<file path="config.mk">
export PLATFORM = sky130hd
export DESIGN_NAME = gpio_mmio_multi
export DESIGN_NICKNAME = d
export VERILOG_FILES = /design/src/rtl/gpio_mmio_multi.sv
export SDC_FILE = /design/constraint.sdc
export NUM_CORES = 1
export LEC_CHECK = 0
export ABC_AREA = 1
export CORE_MARGIN = 2
export CORE_UTILIZATION = 52
export CTS_BUF_LIST = sky130_fd_sc_hd__clkbuf_8 sky130_fd_sc_hd__clkbuf_16
export DETAILED_ROUTE_END_ITERATION = 10
export PLACE_DENSITY_LB_ADDON = 0.2
export SYNTH_ARGS = -nofsm -noshare
export SYNTH_HDL_FRONTEND = slang
export SYNTH_SLANG_ARGS = --single-unit
</file>
<file path="constraint.sdc">
create_clock -name clk -period 2 [get_ports clk]
set_clock_uncertainty 0.1 [all_clocks]
set_input_delay 0.2 -clock clk [delete_from_list [all_inputs] [get_ports clk]]
set_output_delay 0.2 -clock clk [all_outputs]
set_load 0.01 [all_outputs]
</file>
<file path="src/rtl/gpio_mmio_multi.sv">
// Memory-mapped GPIO output bank: N_CH channels, each committing bus data to its
// output only on the HITS-th separate entry to its address, with strobe, readback and control.
module gpio_mmio_multi #(
    parameter int                DATA_W    = 32,
    parameter int                ADDR_W    = 32,
    parameter int                N_CH      = 4,
    parameter logic [ADDR_W-1:0] BASE_ADDR = 32'h0000ABCD,
    parameter int                STRIDE    = 4,
    parameter int                HITS      = 2
) (
    input  logic                     clk,
    input  logic                     rst,
    input  logic [ADDR_W-1:0]        direccion,
    input  logic [DATA_W-1:0]        datos,
    input  logic                     we,
    output logic [N_CH*DATA_W-1:0]   salida,
    output logic [N_CH-1:0]          actualizado,
    output logic [DATA_W-1:0]        lectura,
    output logic [N_CH-1:0]          ocupado
);

    localparam int            CW   = $clog2(HITS) + 1;
    localparam logic [CW-1:0] LAST = CW'(HITS - 1);

    function automatic logic [ADDR_W-1:0] slot_addr(input int idx);
        return BASE_ADDR + ADDR_W'(idx * STRIDE);
    endfunction

    logic [DATA_W-1:0] salida_q [N_CH];
    logic [DATA_W-1:0] salida_d [N_CH];
    logic [CW-1:0]     cnt_q    [N_CH];
    logic [CW-1:0]     cnt_d    [N_CH];
    logic [N_CH-1:0]   prev_q, prev_d;
    logic [N_CH-1:0]   act_q, act_d;
    logic [DATA_W-1:0] lectura_q, lectura_d;

    logic [N_CH-1:0]   sel;
    logic [N_CH-1:0]   ent;
    logic              ctl;

    always_comb begin
        sel = '0;
        for (int i = 0; i < N_CH; i++) begin
            sel[i] = we && (direccion == slot_addr(i));
        end
        ent = sel & ~prev_q;
        ctl = we && (direccion == slot_addr(N_CH));
    end

    always_comb begin
        prev_d    = sel;
        act_d     = '0;
        lectura_d = '0;
        for (int i = 0; i < N_CH; i++) begin
            salida_d[i] = salida_q[i];
            cnt_d[i]    = cnt_q[i];
            // Readback samples the pre-commit value of the addressed channel.
            if (direccion == slot_addr(i)) begin
                lectura_d = salida_q[i];
            end
            if (ent[i]) begin
                if (cnt_q[i] == LAST) begin
                    salida_d[i] = datos;
                    cnt_d[i]    = '0;
                    act_d[i]    = 1'b1;
                end else begin
                    cnt_d[i] = cnt_q[i] + CW'(1);
                end
            end
        end
        // Control and channel addresses never coincide, so no commit competes with this.
        if (ctl) begin
            for (int i = 0; i < N_CH; i++) begin
                if (datos[0]) begin
                    cnt_d[i] = '0;
                end
                if (datos[1]) begin
                    salida_d[i] = '0;
                end
            end
        end
    end

    always_ff @(posedge clk) begin
        if (rst) begin
            prev_q    <= '0;
            act_q     <= '0;
            lectura_q <= '0;
            for (int i = 0; i < N_CH; i++) begin
                salida_q[i] <= '0;
                cnt_q[i]    <= '0;
            end
        end else begin
            prev_q    <= prev_d;
            act_q     <= act_d;
            lectura_q <= lectura_d;
            for (int i = 0; i < N_CH; i++) begin
                salida_q[i] <= salida_d[i];
                cnt_q[i]    <= cnt_d[i];
            end
        end
    end

    always_comb begin
        salida  = '0;
        ocupado = '0;
        for (int i = 0; i < N_CH; i++) begin
            salida[i*DATA_W +: DATA_W] = salida_q[i];
            ocupado[i]                 = (cnt_q[i] != '0);
        end
    end

    assign actualizado = act_q;
    assign lectura     = lectura_q;

endmodule

</file>
==> results of run 1 <==
cells by family after synthesis:
family / Yosys count / synth area share
XOR/XNOR: 2 / 0.00164
buffers and inverters: 424 / 0.158
flip-flops: 176 / 0.329
AO/OA/AOI/OAI: 322 / 0.151
AND/OR/NAND/NOR: 899 / 0.361
routing by layer:
metal	vias to the layer above	track usage	routed length, µm
li1	6093	-	-
met5	-	0	0
met4	0	0.145	1260
met3	109	0.0580	3780
met2	756	0.557	17300
met1	5587	0.429	14600
final timing paths:
path                             startpoint         endpoint  cells past startpoint
worst max-delay path            cnt_q[0][1]       ocupado[0]                      3
worst max register to register    prev_q[1]  salida_q[1][20]                      7
worst min register to register  cnt_q[2][1]   actualizado[2]                      1
worst min-delay path                    rst  salida_q[1][13]                      2
power breakdown:
part           internal, mW  total (mW)  leakage [nW]   switching, mW
registers              3.50        3.50          1.42  0.000000000103
clock network          2.04        3.54         0.292            1.50
logic                 0.168       0.422          5.78           0.254
state kept, by name, indices dropped and copies added (netlist names):
register / flops
actualizado: 4
cnt_q: 8
lectura: 32
prev_q: 4
salida_q: 128
through the flow:
stage	std cells	instance area, µm²	setup slack, ns	hold WS, ns	util
6_report	2286	14100	0.129	0.0564	0.699
5_1_grt	2286	14100	0.0259	0.0425	0.699
4_1_cts	2285	14100	0.136	0.0384	0.699
3_5_place_dp	2254	13500	-0.258	0.330	0.669
3_3_place_gp	2254	13500	-0.200	0.317	0.669
2_1_floorplan	1823	10700	0.454	0.300	-
area by class of cell:
type                    count  area share
well taps                 270      0.0239
clock buffers              19      0.0320
clock inverters            12      0.0111
multi-input cells        1223       0.390
inverters                 284      0.0754
repair buffers            302       0.218
flip-flops and latches    176       0.249
cells in the final DEF, fill, tap and decap left out:
cell type	count
nand3_4	1
o21ai_0	202
nand3_2	4
nor3_2	1
buf_4	51
nand3_1	31
inv_2	2
clkinv_2	3
inv_6	3
clkbuf_16	17
clkinv_1	4
clkbuf_8	2
nor2_2	4
nand2_4	1
or2_2	1
nand4_1	133
inv_1	277
dfxtp_1	176
nand2_2	5
buf_12	19
clkinvlp_4	3
bufinv_16	3
o21ai_1	119
xor2_1	2
nand2_1	483
nor3_4	2
nor2_4	5
clkinv_4	1
nor2_1	223
nor3_1	5
a21oi_1	1
clkdlybuf4s50_1	232
worst max-delay path, delay by kind of cell, from the launching register on:
family	cells	cell delay, ns
simple gates	1	0.15
buf+inv	2	0.65
flops	1	0.35
==> metrics.md, run 1 <==
| Metric | Value |
|---|---|
| CP Max Fanout | `3` |
| CTS tree | `built` |
| Drt total wl | `37000 µm` |
| Fin. max-slew vios | `0` |
| Worst Setup End Kind | `output port` |
| Total Routing Usage GR | `0.335` |
| First-pass GRT wire length | `58900 µm` |
| Critical Path RT | `1.70 ns` |
| Seq/Total Area, Yosys | `0.329` |
| Syn. warnings | `0` |
| Fin crit share | `0.935` |
| Max-Cap Viols | `0` |
| RSZ-0062 raised after global routing | `false` |
| Worst min-delay path category | `primary input to flop` |
| Layout cell share with drive strength beyond 1 | `0.0635` |
| Worst-Margin Slew | `0.397 ns` |
| Setup TNS | `0 ns` |
| F_max | `535 MHz` |
| Worst-case clock buffer depth | `2` |
| Rows | `52` |
| Final Wtd Congestion | `0.880` |
| Antenna Cells | `0` |
| Vias in the first global route | `11500` |
| Pin count of the biggest net entering global routing | `65` |
| GR Overflow Total | `0` |
| Synth top area cells | `dfxtp_1 33%, nand2_1 17%, inv_1 9.8%, o21ai_0 9.4%, nor2_1 7.8%` |
| Peak VDD IR | `0.000624 V` |
| Fillcell total | `1737` |
| TritonCTS Buffers | `17` |
| Post_cts resized | `0` |
| Setup CP Type | `flop to output port` |
| TritonRoute pass-1 iters | `7` |
| Die Span X | `147 µm` |
| Final min period | `1.87 ns` |
| Root Buffer | `clkbuf_16` |
| Worst-path cell chain | `inv_1, nand2_1, clkdlybuf4s50_1` |
| Status | `complete, no violations` |
| Leakage power | `7.49 nW` |
| Via count | `12500` |
| H-tree depth | `4` |
| Reg area | `3520 µm²` |
| Most common cell in the netlist | `nand2_1` |
| Slowest stage delay, CP | `0.56 ns` |
| Hold-fix buffers, CTS | `0` |
| Syn Area/Cell | `5.87 µm²` |
| Initial Util | `0.529` |
| Multi-input logic area | `5520 µm²` |
| Post-DP HPWL | `23800 µm` |
| # IOs | `235` |
| Reg2reg setup slack | `0.34 ns` |
| Synth area leader | `dfxtp_1` |
| Slew HR | `0.735` |
| CTS Sinks | `176` |
| Pwr Density | `528 nW/µm²` |
| Worst Setup Start Kind | `flop` |
| Critical-path top delay cell | `clkdlybuf4s50_1` |
| DRC | `0` |
| Synth top area share | `0.329` |
| Final Hold Viols | `0` |
| Total Power | `7.46 mW` |
| Post-synth EDFFs | `0` |
| Post-Syn Instances | `1823` |
| Worst skew pair latency | `0.43 ns` |
| Core area | `20200 µm²` |
| Critical Path AT | `1.57 ns` |
| Distinct cells, synth | `26` |
| Most used flip-flop cell after synthesis | `dfxtp_1` |
| Mean routed wirelength per cell | `16.2 µm` |
| Mapped Area | `10700 µm²` |
| Final setup fails | `0` |
| Setup bufs post-CTS | `0` |
| Post-synth ARST share | `0` |
| Initial antenna violation count | `0` |
| Worst-path clk slew | `0.07 ns` |
| Most instantiated cells after synthesis | `487 x nand2_1, 278 x inv_1, 223 x nor2_1, 202 x o21ai_0, 176 x dfxtp_1` |
| Die ar. | `21700 µm²` |
| Yosys reg bits | `176` |
| Remaining antenna violation count | `0` |
| Final net count | `2071` |
| Initial DRC count | `1389` |
| Die H | `147 µm` |
| Port bufs | `234` |
| Routed vias/inst | `5.49` |
| Mapped Nets | `1890` |
| Area added between synthesis and finish | `32.2%` |
Note: power is estimated with default switching activity, not from simulation.
==> run 2: changes to the inputs <==
--- a/config.mk
+++ b/config.mk
@@ -11,6 +11,7 @@
 export CTS_BUF_LIST = sky130_fd_sc_hd__clkbuf_8 sky130_fd_sc_hd__clkbuf_16
 export DETAILED_ROUTE_END_ITERATION = 10
 export PLACE_DENSITY_LB_ADDON = 0.2
+export SLEW_MARGIN = 20
 export SYNTH_ARGS = -nofsm -noshare
 export SYNTH_HDL_FRONTEND = slang
 export SYNTH_SLANG_ARGS = --single-unit
==> constraint.sdc (replaced) <==
create_clock -name clk -period 2 [get_ports clk]
set_clock_uncertainty 0.1 [all_clocks]
set_input_delay 0.2 -clock clk [delete_from_list [all_inputs] [get_ports clk]]
set_output_delay 0.2 -clock clk [all_outputs]
set_load 0.1 [all_outputs]
==> run 2 against run 1 <==
Global-route usage is 0.42 points lower; via count fell by 0.17%; first-iteration DRC count increased by 4.0%; largest cell class unchanged; highest routed layer unchanged.
==> metrics.md, run 2 (same netlist as run 1, synthesis figures left out) <==
| Metric | Value |
|---|---|
| Max-Cap Viols | `0 (unchanged)` |
| Via count | `12500 (-0.17%)` |
| Fin crit share | `0.920 (-0.0152)` |
| Post-DP HPWL | `23200 µm (-2.8%)` |
| Setup WS post-layout | `0.160 ns (+0.0305 ns)` |
| Most frequent cells in the layout | `483 x nand2_1, 278 x inv_1, 223 x nor2_1` |
| Place WS | `-0.240 ns (+0.0184 ns)` |
| Initial Util | `0.529 (unchanged)` |
| Worst Setup Start Kind | `primary input` |
| Fillcell total | `1807 (+4.0%)` |
| Worst-path clk slew | `0.07 ns (about the same)` |
| Worst min-delay path category | `primary input to flop` |
| Leading cell type in the layout, fill and taps excluded | `nand2_1` |
| Multi-input logic area | `5530 µm² (+0.23%)` |
| Status | `complete, no violations` |
| Slew HR | `0.678 (-0.0576)` |
| Worst skew pair latency | `0.43 ns (about the same)` |
| Leakage power | `7.84 nW (+4.6%)` |
| F_max | `543 MHz (+1.7%)` |
| Hold-fix buffers, CTS | `0 (unchanged)` |
| Area added between synthesis and finish | `28.3%` |
| TritonCTS Buffers | `17 (unchanged)` |
| Sequential Power Share | `0.469 (about the same)` |
| Layout cell share with drive strength beyond 1 | `0.143 (+0.0799)` |
| Root Buffer | `clkbuf_16` |
| Switching portion of total power | `0.231 (-0.00408)` |
| Total Routing Usage GR | `0.330 (-0.00419)` |
| Critical-path top delay cell | `clkdlybuf4s50_1` |
| Fin. max-slew vios | `0 (unchanged)` |
| Remaining antenna violation count | `0 (unchanged)` |
| CTS tree | `built` |
| Worst-Margin Slew | `0.483 ns (+0.0865 ns)` |
| Rows | `52 (unchanged)` |
| Worst path depth | `11 (+8)` |
| Final Wtd Congestion | `0.845 (-3.9%)` |
| Final min period | `1.84 ns (-0.0305 ns)` |
| Initial DRC count | `1445 (+4.0%)` |
| Clock group share of total power | `0.475 (about the same)` |
| Worst-path cell chain | `clkdlybuf4s50_1, inv_1, nor2_2, nand2_1, nor2_1, nand2_1, nor2_4, buf_4, buf_4, nand4_1, nor3_1` |
| GR peak layer | `met2` |
| First-pass GRT wire length | `58300 µm (-1.0%)` |
| Psw | `1.73 mW (-1.7%)` |
| Die H | `147 µm (unchanged)` |
| DRC | `0 (unchanged)` |
| Met2 Use GR | `0.536 (-0.0203)` |
| Peak VDD IR | `0.000601 V (-3.7%)` |
| Met1 Use GR | `0.434 (+0.00526)` |
| Met3 Use GR | `0.0580 (unchanged)` |
| Die ar. | `21700 µm² (unchanged)` |
| Port bufs | `234 (unchanged)` |
| Worst-case clock buffer depth | `2 (unchanged)` |
| Family with the most delay on the worst path | `simple AND/OR/NAND/NOR gates` |
| Final net count | `2063 (-0.39%)` |
| Drt total wl | `36400 µm (-1.7%)` |
| Initial antenna violation count | `0 (unchanged)` |
| TritonRoute pass-1 iters | `7 (unchanged)` |
| Die Span X | `147 µm (unchanged)` |
| H-tree depth | `4 (unchanged)` |
| Setup CP Type | `primary input to flop` |
| Slowest stage delay, CP | `0.46 ns (-0.10 ns)` |
| CTS Sinks | `176 (unchanged)` |
| Mean routed wirelength per cell | `16.0 µm (-1.4%)` |
| Vias in the first global route | `11400 (-0.58%)` |
| Logic pwr share | `0.056 (about the same)` |
| Final setup fails | `0 (unchanged)` |
| Pin count of the biggest net entering global routing | `65 (unchanged)` |
| Buf+Inv Stages, Crit Path | `4 (+2)` |
| Worst Setup End Kind | `flop` |
| GR Overflow Total | `0 (unchanged)` |
| Final Util | `0.679 (-0.0205)` |
| Worst Hold Depth | `2 (unchanged)` |
| Max FFs per register | `128 (unchanged)` |
| Final Hold Viols | `0 (unchanged)` |
| Cell internal pwr | `5.74 mW (+0.59%)` |
| Critical Path RT | `2.23 ns (+0.53 ns)` |
| Routed vias/inst | `5.50 (+0.14%)` |
| Pwr Density | `544 nW/µm² (+3.1%)` |
| Core area | `20200 µm² (unchanged)` |
| # IOs | `235 (unchanged)` |
| Reg area | `3520 µm² (unchanged)` |
| CP Max Fanout | `6 (+3)` |
| Critical Path AT | `2.07 ns (+0.50 ns)` |
| Antenna Cells | `0 (unchanged)` |
| Biggest register | `salida_q` |
| Reg2reg path depth | `10 (+3)` |
[run 2: worst reg2reg max path, delay by kind of cell, from the launching register on]
family          cells  cell delay [ns]
flops               1             0.35
compound gates      2             0.16
buf+inv             3             0.46
simple gates        5             0.37
[run 2: area by class of cell]
| type | count | area share |
|---|---|---|
| Timing Repair Buffer | 294 | 0.193 |
| Inverter | 284 | 0.0777 |
| Sequential cell | 176 | 0.257 |
| Tap cell | 270 | 0.0246 |
| Multi-Input combinational cell | 1223 | 0.403 |
| Clock inverter | 12 | 0.0114 |
| Clock buffer | 20 | 0.0340 |
[run 2: power by group through the flow]
stage / Combinational, mW / Sequential (mW) / Clock, mW
2_1_floorplan: 0.154 / 3.58 / 0
3_3_place_gp: 0.404 / 3.58 / 0
3_5_place_dp: 0.404 / 3.58 / 0
4_1_cts: 0.405 / 3.50 / 3.56
5_1_grt: 0.439 / 3.50 / 3.70
6_report: 0.416 / 3.50 / 3.55
[run 2: through the flow]
step / total power, mW / hold WS, ns / TNS, ns / area (µm²) / cells
floorplan: 3.74 / 0.300 / 0 / 10700 / 1823
global placement: 3.99 / 0.340 / -20.18 / 13100 / 2246
detailed placement: 3.99 / 0.343 / -26.15 / 13100 / 2246
CTS: 7.47 / 0.0173 / 0 / 13700 / 2278
global route: 7.64 / 0.0303 / -0.0685 / 13700 / 2279
finish: 7.47 / 0.0261 / 0 / 13700 / 2279
[run 2: metal layers]
metal / part of all wire / vias up
met3: 0.10 / 92
met1: 0.40 / 5636
met4: 0.030 / 0
met2: 0.47 / 717
met5: 0 / -
li1: - / 6079
[run 2: worst paths after layout]
path         slack, ns    startpoint               to
max               0.16  direccion[0]   actualizado[0]
min               0.03           rst  salida_q[0][17]
max reg2reg       0.44   cnt_q[1][1]   salida_q[1][9]
min reg2reg       0.36   cnt_q[1][1]      cnt_q[1][1]
[run 2: timing repair]
| item | in CTS | in global routing |
|---|---|---|
| resized for setup | 0 | 3 |
| setup buffers | 0 | 1 |
| setup endpoints to repair | 0 | 3 |
==> run 3: changes to the inputs <==
--- a/config.mk
+++ b/config.mk
@@ -7,7 +7,7 @@
 export LEC_CHECK = 0
 export ABC_AREA = 1
 export CORE_MARGIN = 2
-export CORE_UTILIZATION = 52
+export CORE_UTILIZATION = 45
 export CTS_BUF_LIST = sky130_fd_sc_hd__clkbuf_8 sky130_fd_sc_hd__clkbuf_16
 export DETAILED_ROUTE_END_ITERATION = 10
 export PLACE_DENSITY_LB_ADDON = 0.2
==> run 3 against run 2 <==
Power shrank 2.7%; largest cell class unchanged; largest power group is now registers; clock power shrank 5.6%; via count shrank 1.1%; sequential share of layout area shrank 0.14 points.
==> metrics.md, run 3 (same netlist as run 1, synthesis figures left out) <==
| Metric | Value |
|---|---|
| Switching portion of total power | `0.240 (+0.00905)` |
| Total Power | `7.26 mW (-2.7%)` |
| Critical Path RT | `2.27 ns (+0.04 ns)` |
| Final setup fails | `0 (unchanged)` |
| Hold_ws | `0.150 ns (+0.124 ns)` |
| H-tree depth | `4 (unchanged)` |
| Routed vias/inst | `5.30 (-3.5%)` |
| Cell internal pwr | `5.52 mW (-3.9%)` |
| Remaining antenna violation count | `0 (unchanged)` |
| Setup WS post-layout | `0.107 ns (-0.0530 ns)` |
| CTS Sinks | `176 (unchanged)` |
| Psw | `1.74 mW (+1.1%)` |
| Slew HR | `0.643 (-0.0349)` |
| Final net count | `2070 (+0.34%)` |
| Via count | `12400 (-1.1%)` |
| Fin. max-slew vios | `0 (unchanged)` |
| Sequential Power Share | `0.482 (+0.013)` |
| Leakage power | `7.86 nW (+0.24%)` |
| Logic pwr share | `0.057 (about the same)` |
| Setup CP Type | `primary input to flop` |
| Max-Cap Viols | `0 (unchanged)` |
| Die ar. | `25000 µm² (+15%)` |
| Leading cell type in the layout, fill and taps excluded | `nand2_1` |
| Placed cell areas | `13200 µm² (+0.82%)` |
| Pwr Density | `526 nW/µm² (-3.2%)` |
| CP Max Fanout | `13 (+7)` |
| Worst-case clock buffer depth | `2 (unchanged)` |
| Clock group share of total power | `0.461 (-0.014)` |
| Total Routing Usage GR | `0.296 (-0.0346)` |
| Worst Setup End Kind | `flop` |
| Final Util | `0.590 (-0.0887)` |
| Worst skew pair latency | `0.44 ns (about the same)` |
| Post-DP HPWL | `24300 µm (+4.9%)` |
| Buf+Inv Stages, Crit Path | `5 (+1)` |
| TritonCTS Buffers | `17 (unchanged)` |
| Hold-fix buffers, CTS | `0 (unchanged)` |
| Fin crit share | `0.947 (+0.0265)` |
| Worst min-delay path category | `primary input to flop` |
| Family with the most delay on the worst path | `buffers and inverters` |
| Cell Count, Final, Fillers Out | `2335 (+2.5%)` |
| Initial Util | `0.457 (-0.0716)` |
| GR Overflow Total | `0 (unchanged)` |
| Port bufs | `234 (unchanged)` |
| Core area | `23400 µm² (+16%)` |
| # IOs | `235 (unchanged)` |
| Final Hold Viols | `0 (unchanged)` |
| Initial antenna violation count | `0 (unchanged)` |
| Slowest stage delay, CP | `0.52 ns (+0.06 ns)` |
| Worst-Margin Slew | `0.536 ns (+0.0524 ns)` |
| Drt total wl | `37400 µm (+2.7%)` |
| Initial DRC count | `1262 (-13%)` |
| Mean routed wirelength per cell | `16.0 µm (+0.29%)` |
| Biggest register | `salida_q` |
| Die Span X | `158 µm (+7.3%)` |
| CTS tree | `built` |
| Max FFs per register | `128 (unchanged)` |
| Antenna Cells | `0 (unchanged)` |
| Finished Cell Area | `13800 µm² (+0.55%)` |
| Layout cell share with drive strength beyond 1 | `0.147 (+0.00397)` |
| TritonRoute pass-1 iters | `5 (-2)` |
| Rows | `56 (+7.7%)` |
| Vias in the first global route | `11200 (-1.6%)` |
| Setup TNS | `0 ns (unchanged)` |
| Die H | `158 µm (+7.3%)` |
| Status | `complete, no violations` |
| Place WS | `-0.235 ns (+0.00406 ns)` |
| Final min period | `1.89 ns (+0.0530 ns)` |
| Peak VDD IR | `0.000506 V (-16%)` |
| RSZ-0062 raised after global routing | `false` |
| Root Buffer | `clkbuf_16` |
| Pin count of the biggest net entering global routing | `75 (+15%)` |
| Critical Path AT | `2.17 ns (+0.10 ns)` |
| Area added between synthesis and finish | `29.0%` |
| Most frequent cells in the layout | `482 x nand2_1, 277 x inv_1, 223 x nor2_1` |
| Critical-path top delay cell | `clkdlybuf4s50_1` |
| Worst-path clk slew | `0.07 ns (about the same)` |
| Placed cell count | `2301 (+2.4%)` |
| DRC | `0 (unchanged)` |
| Worst-path cell chain | `clkdlybuf4s50_1, nand2_1, inv_1, nand2_2, nor2_1, nand2_1, nor2_4, buf_12, buf_12, buf_4, nand4_1, nand2_1, o21ai_1, nor2_1` |
| First-pass GRT wire length | `58700 µm (+0.66%)` |
| F_max | `528 MHz (-2.8%)` |
| Final Wtd Congestion | `0.847 (+0.26%)` |
| Cell mode on critical path | `nand2_1` |
| Worst Setup Start Kind | `primary input` |
run 3: worst paths after layout:
check | start | endpoint | slack (ns) | cells after the start
setup / recovery | direccion[2] | salida_q[0][15] | 0.11 | 14
hold / removal | rst | salida_q[2][13] | 0.15 | 3
setup reg to reg | prev_q[2] | salida_q[2][17] | 0.41 | 7
hold reg to reg | cnt_q[0][1] | actualizado[0] | 0.36 | 1
run 3: metal layers:
metal | wire length, µm | vias up | global-route usage
li1 | - | 6089 | -
met1 | 15800 | 5658 | 0.393
met2 | 17800 | 561 | 0.486
met3 | 3000 | 72 | 0.0411
met4 | 817 | 0 | 0.116
met5 | 0 | - | 0
run 3: area by class of cell:
type                    count  area [µm²]
clock buffers              21         480
inverters                 284        1070
multi-input cells        1223        5520
fillers                  2297        9600
clock inverters            11         104
repair buffers            301        2710
flip-flops and latches    176        3520
well taps                 319         399
run 3: worst register-to-register path, stage by stage (launching register included):
cell and delay, ns:
dfxtp_1 0.31, clkinv_1 0.29, nand3_2 0.19, buf_4 0.30
nand2_1 0.12, nand2_1 0.08, o21ai_1 0.06, nor2_1 0.09
run 3: power by group through the flow:
stage               sequential [mW]  clock (mW)  combinational (mW)
floorplan                      3.58           0               0.154
global placement               3.58           0               0.404
detailed placement             3.58           0               0.404
CTS                            3.50        3.38               0.405
global route                   3.50        3.52               0.438
finish                         3.50        3.35               0.414
run 3: what timing repair did:
action,in CTS,in global routing
setup endpoints to repair,0,1
resized for setup,0,1
buffers inserted,0,2
